**config.mk**
```make
export PLATFORM = sky130hd
export DESIGN_NAME = divider_pipe
export DESIGN_NICKNAME = d
export VERILOG_FILES = /design/src/rtl/divider_pipe.sv
export SDC_FILE = /design/constraint.sdc
export NUM_CORES = 1
export LEC_CHECK = 0
export BUFFER_PORTS_ARGS = -buffer_cell sky130_fd_sc_hd__buf_2
export CORE_MARGIN = 10
export CORE_UTILIZATION = 48
export CTS_BUF_LIST = sky130_fd_sc_hd__clkbuf_16
export DETAILED_ROUTE_END_ITERATION = 7
export GPL_ROUTABILITY_DRIVEN = 1
export RECOVER_POWER = 25
export SYNTH_ARGS = -nofsm -noshare
export SYNTH_HDL_FRONTEND = slang
export SYNTH_SLANG_ARGS = --single-unit
```
**constraint.sdc**
```tcl
create_clock -name clk -period 7 [get_ports clk]
set_input_delay 0.7 -clock clk [delete_from_list [all_inputs] [get_ports clk]]
set_output_delay 0.7 -clock clk [all_outputs]
set_load 0.01 [all_outputs]
```
**src/rtl/divider_pipe.sv**
```systemverilog
// rtl/divider_pipe.sv - fully pipelined restoring divider, signed/unsigned, one op per cycle
module divider_pipe #(
  parameter int N  = 8,
  parameter int M  = 4,
  parameter int TW = 4
) (
  input  logic          clk,
  input  logic          reset,
  input  logic          in_valid,
  output logic          in_ready,
  input  logic          in_signed,
  input  logic [N-1:0]  dividend,
  input  logic [M-1:0]  divisor,
  input  logic [TW-1:0] in_tag,
  output logic          out_valid,
  input  logic          out_ready,
  output logic [N-1:0]  quotient,
  output logic [M-1:0]  remainder,
  output logic [TW-1:0] out_tag,
  output logic          div_zero,
  output logic          ovf,
  output logic          busy
);

  localparam logic [N-1:0] MOST_NEG = {1'b1, {(N-1){1'b0}}};

  logic stall;
  assign stall    = out_valid & ~out_ready;
  assign in_ready = ~stall;

  // Per-stage control bits, bit k belongs to stage k (0..N)
  logic [N:0] vld, sgn, sa, sb, dz, ov;

  logic [TW-1:0] tg [0:N];
  logic [N-1:0]  wk [0:N];
  logic [M-1:0]  rm [0:N];
  logic [M-1:0]  dv [0:N-1];

  logic          neg_a, neg_b, zero_b, ovf_in;
  logic [N-1:0]  mag_a;
  logic [M-1:0]  mag_b;

  assign neg_a  = in_signed & dividend[N-1];
  assign neg_b  = in_signed & divisor[M-1];
  assign mag_a  = neg_a ? -dividend : dividend;
  assign mag_b  = neg_b ? -divisor : divisor;
  assign zero_b = (divisor == '0);
  assign ovf_in = in_signed & (dividend == MOST_NEG) & (divisor == '1);

  logic [N-1:0] nwk [1:N];
  logic [M-1:0] nrm [1:N];

  // wk shifts the dividend out of the top while quotient bits enter at the bottom
  for (genvar k = 1; k <= N; k++) begin : g_step
    logic [M:0]   sh;
    logic [M-1:0] df;
    logic         ge;
    assign sh     = {rm[k-1], wk[k-1][N-1]};
    assign ge     = (sh >= {1'b0, dv[k-1]});
    assign df     = sh[M-1:0] - dv[k-1];
    assign nrm[k] = ge ? df : sh[M-1:0];
    assign nwk[k] = {wk[k-1][N-2:0], ge};
  end

  logic          neg_q, neg_r;
  logic [N-1:0]  fin_q;
  logic [M-1:0]  fin_r;

  assign neg_q = sgn[N] & (sa[N] ^ sb[N]);
  assign neg_r = sgn[N] & sa[N];

  always_comb begin
    fin_q = neg_q ? -wk[N] : wk[N];
    fin_r = neg_r ? -rm[N] : rm[N];
    if (dz[N]) begin
      fin_q = '1;
      fin_r = '0;
    end else if (ov[N]) begin
      fin_q = MOST_NEG;
      fin_r = '0;
    end
  end

  always_ff @(posedge clk) begin
    if (reset) begin
      vld       <= '0;
      out_valid <= 1'b0;
      quotient  <= '0;
      remainder <= '0;
      out_tag   <= '0;
      div_zero  <= 1'b0;
      ovf       <= 1'b0;
    end else if (!stall) begin
      vld       <= {vld[N-1:0], in_valid};
      sgn       <= {sgn[N-1:0], in_signed};
      sa        <= {sa[N-1:0], neg_a};
      sb        <= {sb[N-1:0], neg_b};
      dz        <= {dz[N-1:0], zero_b};
      ov        <= {ov[N-1:0], ovf_in};
      out_valid <= vld[N];
      // Bubbles leave the last result on the outputs rather than loading stale data
      if (vld[N]) begin
        quotient  <= fin_q;
        remainder <= fin_r;
        out_tag   <= tg[N];
        div_zero  <= dz[N];
        ovf       <= ov[N];
      end
    end
  end

  always_ff @(posedge clk) begin
    if (!stall) begin
      tg[0] <= in_tag;
      wk[0] <= mag_a;
      rm[0] <= '0;
      dv[0] <= mag_b;
      for (int k = 1; k <= N; k++) begin
        tg[k] <= tg[k-1];
        wk[k] <= nwk[k];
        rm[k] <= nrm[k];
      end
      for (int k = 1; k < N; k++) begin
        dv[k] <= dv[k-1];
      end
    end
  end

  assign busy = (|vld) | out_valid;

endmodule

```
* After elaboration in Yosys (flattened, before gate mapping) *
Memories as Yosys holds them, arrays and structs flattened. A register that Yosys moved wholly into a read port is not among the register bits.
Cells that the tools add are included.

word-level totals
  bits in registers = 69
  memory bits (writable) = 176
  input port bits = 21
  output and inout bits = 21
  word-level logic and storage cells = 70
  memories kept = 4

memory list
  memory  words  width  rd ports  clocked after Yosys merged registers in  write ports  line  source
  wk      9      8      9         0                                        9            35    logic [N-1:0] wk [0:N];
  rm      9      4      9         0                                        9            36    logic [M-1:0] rm [0:N];
  tg      9      4      9         1                                        9            34    logic [TW-1:0] tg [0:N];
  dv      8      4      8         0                                        8            37    logic [M-1:0] dv [0:N-1];

cells by class
  $add $sub $neg = 12
  $lt $le $gt $ge = 8
  equality and inequality tests = 2
  mux-type cells = 17
  bitwise logic cells = 12
  reduce and logical (&&, ||, !) cells = 4

operators by type and width
  cell                                            number
  4-bit 2-to-1 mux                                12
  5-bit by 4-bit >= comparator with 1-bit output  8
  8-bit 2-to-1 mux                                4
  4-bit subtractor                                8
  8-bit negation                                  2
  9-bit OR reduction                              1
  8-bit equality test (second input constant)     1
  4-bit negation                                  2
  1-bit bitwise AND                               7
  4-bit equality test (second input constant)     1
  4-bit zero test                                 1
  2-bit AND reduction                             2
  1-bit inverter                                  3
  1-bit 2-to-1 mux                                1
  1-bit OR                                        1
  1-bit bitwise XOR                               1

* Logic depth before layout (Yosys ltp) *
Gate-level depths: netlist of the first run.

  depth in word-level cells = 5
  depth in mapped cells = 6
  depth with buffers taken out = 6

* Least setup slack after synthesis of the first run *
No wires, ideal clock.

  path type = input to output
  start point = in out_ready
  end point = out in_ready
  data arrival time = 5.772 ns
  required time = 6.300 ns
  setup slack = 0.528 ns
  stages = 3
  buffers on the path = 1
  cell sequence = nor2b_1 -> inv_1 -> clkbuf_1

on the way
  word-level cells in the longest chain between the ends = 3

RTL lines
  item                             line  source
  from (decl)                      16    input logic out_ready,
  1-bit inverter                   28    assign stall = out_valid & ~out_ready;
  1-bit bitwise AND                28
  1-bit inverter (no source line)  n/a
  to (decl)                        10    output logic in_ready,

Every way passes these cells.

* Final worst setup path of the first run *
  start point = reg out_valid
  end point = out in_ready

on the way
  word-level cells in the longest chain between the ends = 2

RTL lines
  item                             line  source
  from (decl)                      15    output logic out_valid,
  from (signal assigned)           100   out_valid <= vld[N];
  1-bit bitwise AND                28
  1-bit inverter (no source line)  n/a

Every way passes these cells.

==> results of run 1 <==
==> power groups by stage <==
stage | combinational [uW] | sequential (uW) | clock, uW
2_1_floorplan | 460 | 1960 | 0
5_1_grt | 651 | 2000 | 1410
3_5_place_dp | 575 | 2000 | 0
4_1_cts | 582 | 1970 | 1360
6_report | 577 | 1970 | 1310
3_3_place_gp | 544 | 1990 | 0
==> layout make-up <==
cell class              instances  area (um2)
clock buffers                  25       625.6
well taps                     265       331.6
multi-input cells             286        2182
inverters                      63       241.5
clock inverters                20       195.2
repair buffers                 43       216.5
fillers                      1540        8593
flip-flops and latches        245        7077
==> worst max-delay path: cells and delay by family, from the launching register on <==
| family | cells | cell delay, ns |
|---|---|---|
| simple gates | 1 | 0.87 |
| buf+inv | 2 | 0.78 |
| flops | 1 | 0.34 |
==> cell families after synthesis <==
group	after synthesis	share of synthesized area, %
flops	245	74.31
simple gates	117	6.504
compound gates	84	5.834
buf+inv	72	2.851
fa+ha+maj	42	6.070
mux	22	2.418
xor+xnor	21	2.010
==> state kept, by name, summed over array words and instances (netlist names), 8 cells and up <==
register / count
ov: 9
dv: 32
rm: 32
sgn: 9
dz: 9
sb: 9
sa: 9
quotient: 8
tg: 36
wk: 72
vld: 9
==> per-layer routing <==
metal | GRT usage (%) | vias to the layer above
met4 | 3.929 | 0
li1 | - | 2368
met5 | 0 | -
met3 | 2.761 | 29
met2 | 20.09 | 100
met1 | 11.98 | 2394
==> worst max path at each step <==
stage	startpoint	end	slack (ns)
2_1_floorplan	out_ready	in_ready	0.53
3_3_place_gp	out_ready	rm[0][22]$_DFFE_PN_	3.68
3_5_place_dp	out_ready	dv[1][6]$_DFFE_PN_	3.56
4_1_cts	out_valid$_SDFFE_PP0N_	in_ready	3.71
5_1_grt	out_valid$_SDFFE_PP0N_	in_ready	3.49
6_report	out_valid$_SDFFE_PP0N_	in_ready	3.73
==> through the flow <==
stage	hold WS, ns	setup WS [ns]
2_1_floorplan	0.4003	0.5278
5_1_grt	0.3521	3.489
6_report	0.3648	3.726
4_1_cts	0.3457	3.715
3_3_place_gp	0.4010	3.685
3_5_place_dp	0.4045	3.564
==> cells in the final DEF, fill, tap and decap left out, drive strengths merged, types with 14 or more instances in the layout <==
master	count
inv	65
mux2i	14
ha	35
edfxtp	217
a21oi	29
clkbuf	28
o21ai	15
dfxtp	28
buf	40
nand2	39
nor2	19
clkinv	14
==> results_dict.tcl, run 1 <==
set metrics [dict create \
    status "finished, final reports clean" \
    powerDensity_nw_per_um2 355.2 \
    total_power_uw 3861 \
    intPower_uw 2942 \
    grt_max_degree 79 \
    wirelength_mm 14.29 \
    worstPathArrival_ns 2.57 \
    ys_seq_area_share_pct 74.31 \
    vdd_drop_max_mv 0.1704 \
    dpl.cell_count 902 \
    rsz0062_at_grt "false" \
    finalHoldViolCount 0 \
    clk_pin_slew_ns 0.06 \
    grt-ovfl-total 0 \
    syn_area_per_cell_um2 15.79 \
    clk_path_buf_depth 3 \
    clock-root-buffer "clkbuf_16" \
    ys.flop_type "edfxtp_1" \
    layout-drive-gt1-share_pct 14.37 \
    wl_met2_mm 7.572 \
    crit_slowest_cell "nor2b_1" \
    skew_ns 0.01402 \
    grt_util_all_layers_pct 10.97 \
    maxCapViolCount 0 \
    synth_top_area_share_pct 68.43 \
    nNetsFinal 727 \
    synthArstFlopShare_pct 0 \
    htree_levels 1 \
    synth_top_area_cell "edfxtp_1" \
    io_pins 42 \
    numCtsBuffers 25 \
    yosysWarnings 0 \
    reg2reg_slack_ns 3.99 \
    drt_iter0_drc 262 \
    cts_tree "built" \
    min_path_type "input pin to flip-flop" \
    start_util_pct 48.93 \
    yosysMostFrequentCell "edfxtp_1" \
    gp_congestion 0.8063 \
    vias 4891 \
    swShare_pct 23.80 \
    grt_antenna_before_repair 0 \
    firstDrtPassIters 4 \
    netlist_top_cells_count "217 x edfxtp_1, 63 x inv_1, 38 x nand2_1, 35 x ha_1, 29 x a21oi_1" \
    synth_area_um2 9523 \
    netlist_top_cells_area "edfxtp_1 68%, dfxtp_1 5.9%, ha_1 4.6%, inv_1 2.5%, a21oi_1 1.5%" \
    pwr-share-comb_pct 15.0 \
    clockPowerShare_pct 34.0 \
    final_cells 947 \
    routed.top_layer "met4" \
    timing.fmax_ghz 0.3054 \
    routed-wl-met3_um 704 \
    placementRows 51 \
    synth_seq_cells 245 \
    post_cts_buffers 0 \
    criticalPathCategory "flip-flop to output pin" \
    r2r-end "rm[0][18]$_DFFE_PN_" \
    die_w_um 160.9 \
    synth-edff-count 217 \
    met1_length_mm 5.687 \
    placed_area_um2 10050 \
    clock-sinks 245 \
    detail-route-antenna-nets 0 \
    worstMarginPinSlew_ns 1.206 \
    cp_slowest_stage_delay_ns 0.87 \
    post-route-min-period_ns 3.274 \
    crit_fanout 78 \
    syn-instance-count 603 \
    setup_viol 0 \
    design.die.area_um2 25870 \
    power_frac_seq_pct 51.1 \
    area_growth_pct 14.14 \
    synth.distinct_cells 43 \
    remaining_drc_errors 0 \
    io_buffer_count 41 \
    critical_path_required_ns 6.30 \
    synth_fp_nets 666 \
    diodes 0 \
    postLayoutCoreUtil_pct 55.85 \
    min_to "tg[0][3]$_DFFE_PN_" \
    core_area_um2 19460 \
    hpwl_mm 9.508 \
    finalSetupTns_ns 0 \
    hold_depth 1 \
    wl_per_cell_um 15.09 \
    cts-hold-fix-buffers 0 \
    switchingPower_uw 919.1 \
    path_cells "nor2b_1, inv_6, buf_2" \
    first_global_vias 5180 \
    min-delay-start "in_tag[3]" \
    die_y_um 160.9 \
    period_share_pct 46.78 \
    insertion_delay_ns 0.52 \
    cts.repair.resized 0 \
    p_leak_uw 0.004223 \
    reg2reg_depth 4 \
    fin_area_um2 10870 \
    slew_violations 0 \
    viasPerCell 5.165 \
    slew_headroom_pct 19.41 \
    grt_pass1_wl_mm 23.98 \
    cp-start-kind "flip-flop" \
    r2r_start "out_valid$_SDFFE_PP0N_" \
    endpoint_kind "output pin" \
]
(Power assumes the default switching activity.)
==> run 2, diff against run 1 <==
- clock period: 7 -> 3.05 ns (I/O delays scaled with it)
==> run 2 against run 1 <==
  * Routed wire length is 4.0% lower
  * Worst hold slack worse by 0.32 ns
  * Sequential power is 130% higher
  * Total power is 120% higher
  * Final area is 0.21% higher
  * Largest cell class unchanged
  * Largest power group unchanged
==> results_dict.tcl, run 2 (synthesized netlist as in run 1, its figures left out) <==
set metrics [dict create \
    status "finished, final reports clean" \
    drt_iter0_drc 236 \
    finalSetupTns_ns 0 \
    timing.fmax_ghz 0.4082 \
    firstDrtPassIters 5 \
    multi_input_area_um2 2182 \
    clock-root-buffer "clkbuf_16" \
    r2r-end "rm[0][30]$_DFFE_PN_" \
    die_w_um 160.9 \
    cts-hold-fix-buffers 4 \
    clockPowerShare_pct 32.0 \
    power_frac_seq_pct 52.6 \
    nNetsFinal 735 \
    remaining_drc_errors 0 \
    first_global_vias 5096 \
    placementRows 51 \
    core_area_um2 19460 \
    path_common_cell "buf_4" \
    critical_path_required_ns 2.74 \
    reg_top3 "wk (72), tg (36)" \
    reg2reg_depth 5 \
    grt_antenna_before_repair 0 \
    viasPerCell 5.084 \
    gp_congestion 0.8008 \
    fin_area_um2 10890 \
    slew_violations 0 \
    min_path_type "input pin to flip-flop" \
    powerDensity_nw_per_um2 790.5 \
    insertion_delay_ns 0.51 \
    slew_headroom_pct 61.58 \
    numCtsBuffers 26 \
    path_depth 5 \
    criticalPathCategory "flip-flop to output pin" \
    grt-ovfl-total 0 \
    postLayoutCoreUtil_pct 55.96 \
    crit_end "in_ready" \
    finalHoldViolCount 0 \
    clk_pin_slew_ns 0.06 \
    swShare_pct 24.22 \
    cp-start-kind "flip-flop" \
    io_buffer_count 41 \
    pwr-share-comb_pct 15.4 \
    seqCellArea_um2 7077 \
    worstPathArrival_ns 2.14 \
    vias 4865 \
    die_y_um 160.9 \
    hold_depth 3 \
    post-route-min-period_ns 2.450 \
    post_cts_buffers 0 \
    regMostFlops "wk" \
    fillers 1548 \
    rsz0062_at_grt "false" \
    cts_tree "built" \
    grt_pass1_wl_mm 23.24 \
    skew_ns 0.006172 \
    place_ws_ns 0.8807 \
    wirelength_mm 13.72 \
    hpwl_mm 9.328 \
    cts.repair.resized 0 \
    cp_slowest_stage_delay_ns 0.47 \
    r2r_start "rm[0][26]$_DFFE_PN_" \
    area_growth_pct 14.37 \
    setup_viol 0 \
    final_common_cell "edfxtp_1" \
    most-common-layout-cells "217 x edfxtp_1, 72 x inv_1, 38 x nand2_1, 37 x buf_2, 35 x ha_1" \
    layout-drive-gt1-share_pct 14.02 \
    grt_max_degree 110 \
    maxCapViolCount 0 \
    period_share_pct 80.33 \
    clock-sinks 245 \
    io_pins 42 \
    worstMarginPinSlew_ns 0.5762 \
    wl_per_cell_um 14.34 \
    path_cells "nor2b_1, buf_4, inv_6, buf_4, buf_2" \
    endpoint_kind "output pin" \
    largest_reg_flops 72 \
    p_leak_uw 0.004258 \
    critPathTopFamily "buffers and inverters" \
    fin_ws_ns 0.6001 \
    intPower_uw 6524 \
    detail-route-antenna-nets 0 \
    critPathLaunch "out_valid$_SDFFE_PP0N_" \
    placed_area_um2 10090 \
    start_util_pct 48.93 \
    htree_levels 1 \
    clk_path_buf_depth 3 \
    switchingPower_uw 2085 \
    vdd_drop_max_mv 0.4903 \
    crit_fanout 41 \
    diodes 0 \
    path_buf_inv 4 \
    reg2reg_slack_ns 0.89 \
    crit_slowest_cell "buf_4" \
    design.die.area_um2 25870 \
    grt_util_all_layers_pct 10.56 \
]
run 2: metal layers:
| metal | routed length [um] | track usage (%) | vias to the layer above |
|---|---|---|---|
| met2 | 7003 | 18.57 | 101 |
| met3 | 832 | 3.221 | 37 |
| met5 | 0 | 0 | - |
| met4 | 471 | 4.549 | 0 |
| met1 | 5414 | 11.53 | 2341 |
| li1 | - | - | 2386 |
run 2: how the worst min path moves through the flow:
stage                                      to  slack [ns]                start
after floorplan               dz[1]$_DFFE_PP_        0.40      dz[0]$_DFFE_PP_
after global placement    wk[0][45]$_DFFE_PN_        0.40  wk[0][36]$_DFFE_PN_
after detailed placement      dz[5]$_DFFE_PP_        0.40      dz[4]$_DFFE_PP_
after CTS                    sgn[0]$_DFFE_PP_       0.007            in_signed
after global routing      vld[0]$_SDFFE_PP0N_        0.05             in_valid
final                     vld[0]$_SDFFE_PP0N_        0.05             in_valid
run 2: area by class of cell:
class,instances,area share (%)
repair buffers,50,2.665
inverters,63,2.217
multi-input cells,286,20.03
well taps,265,3.044
clock buffers,27,6.203
flip-flops and latches,245,64.97
clock inverters,21,0.8616
run 2: tightest hold or removal path, stage by stage:
cell	delay, ns
buf_2	0.10
nand2_1	0.05
a21oi_1	0.06
run 2: power groups by stage:
stage	clock, uW	sequential, uW	combinational (uW)
global placement	0	4570	1240
floorplan	0	4500	1060
global route	3000	4580	1510
finish	2760	4530	1330
detailed placement	0	4600	1330
CTS	2860	4530	1340
run 2: through the flow:
step	hold WS [ns]	instances	total power (uW)
6_report	0.04557	957	8610
5_1_grt	0.04891	957	9091
4_1_cts	0.006911	957	8726
3_5_place_dp	0.4045	905	5925
3_3_place_gp	0.4009	905	5811
2_1_floorplan	0.4003	603	5560
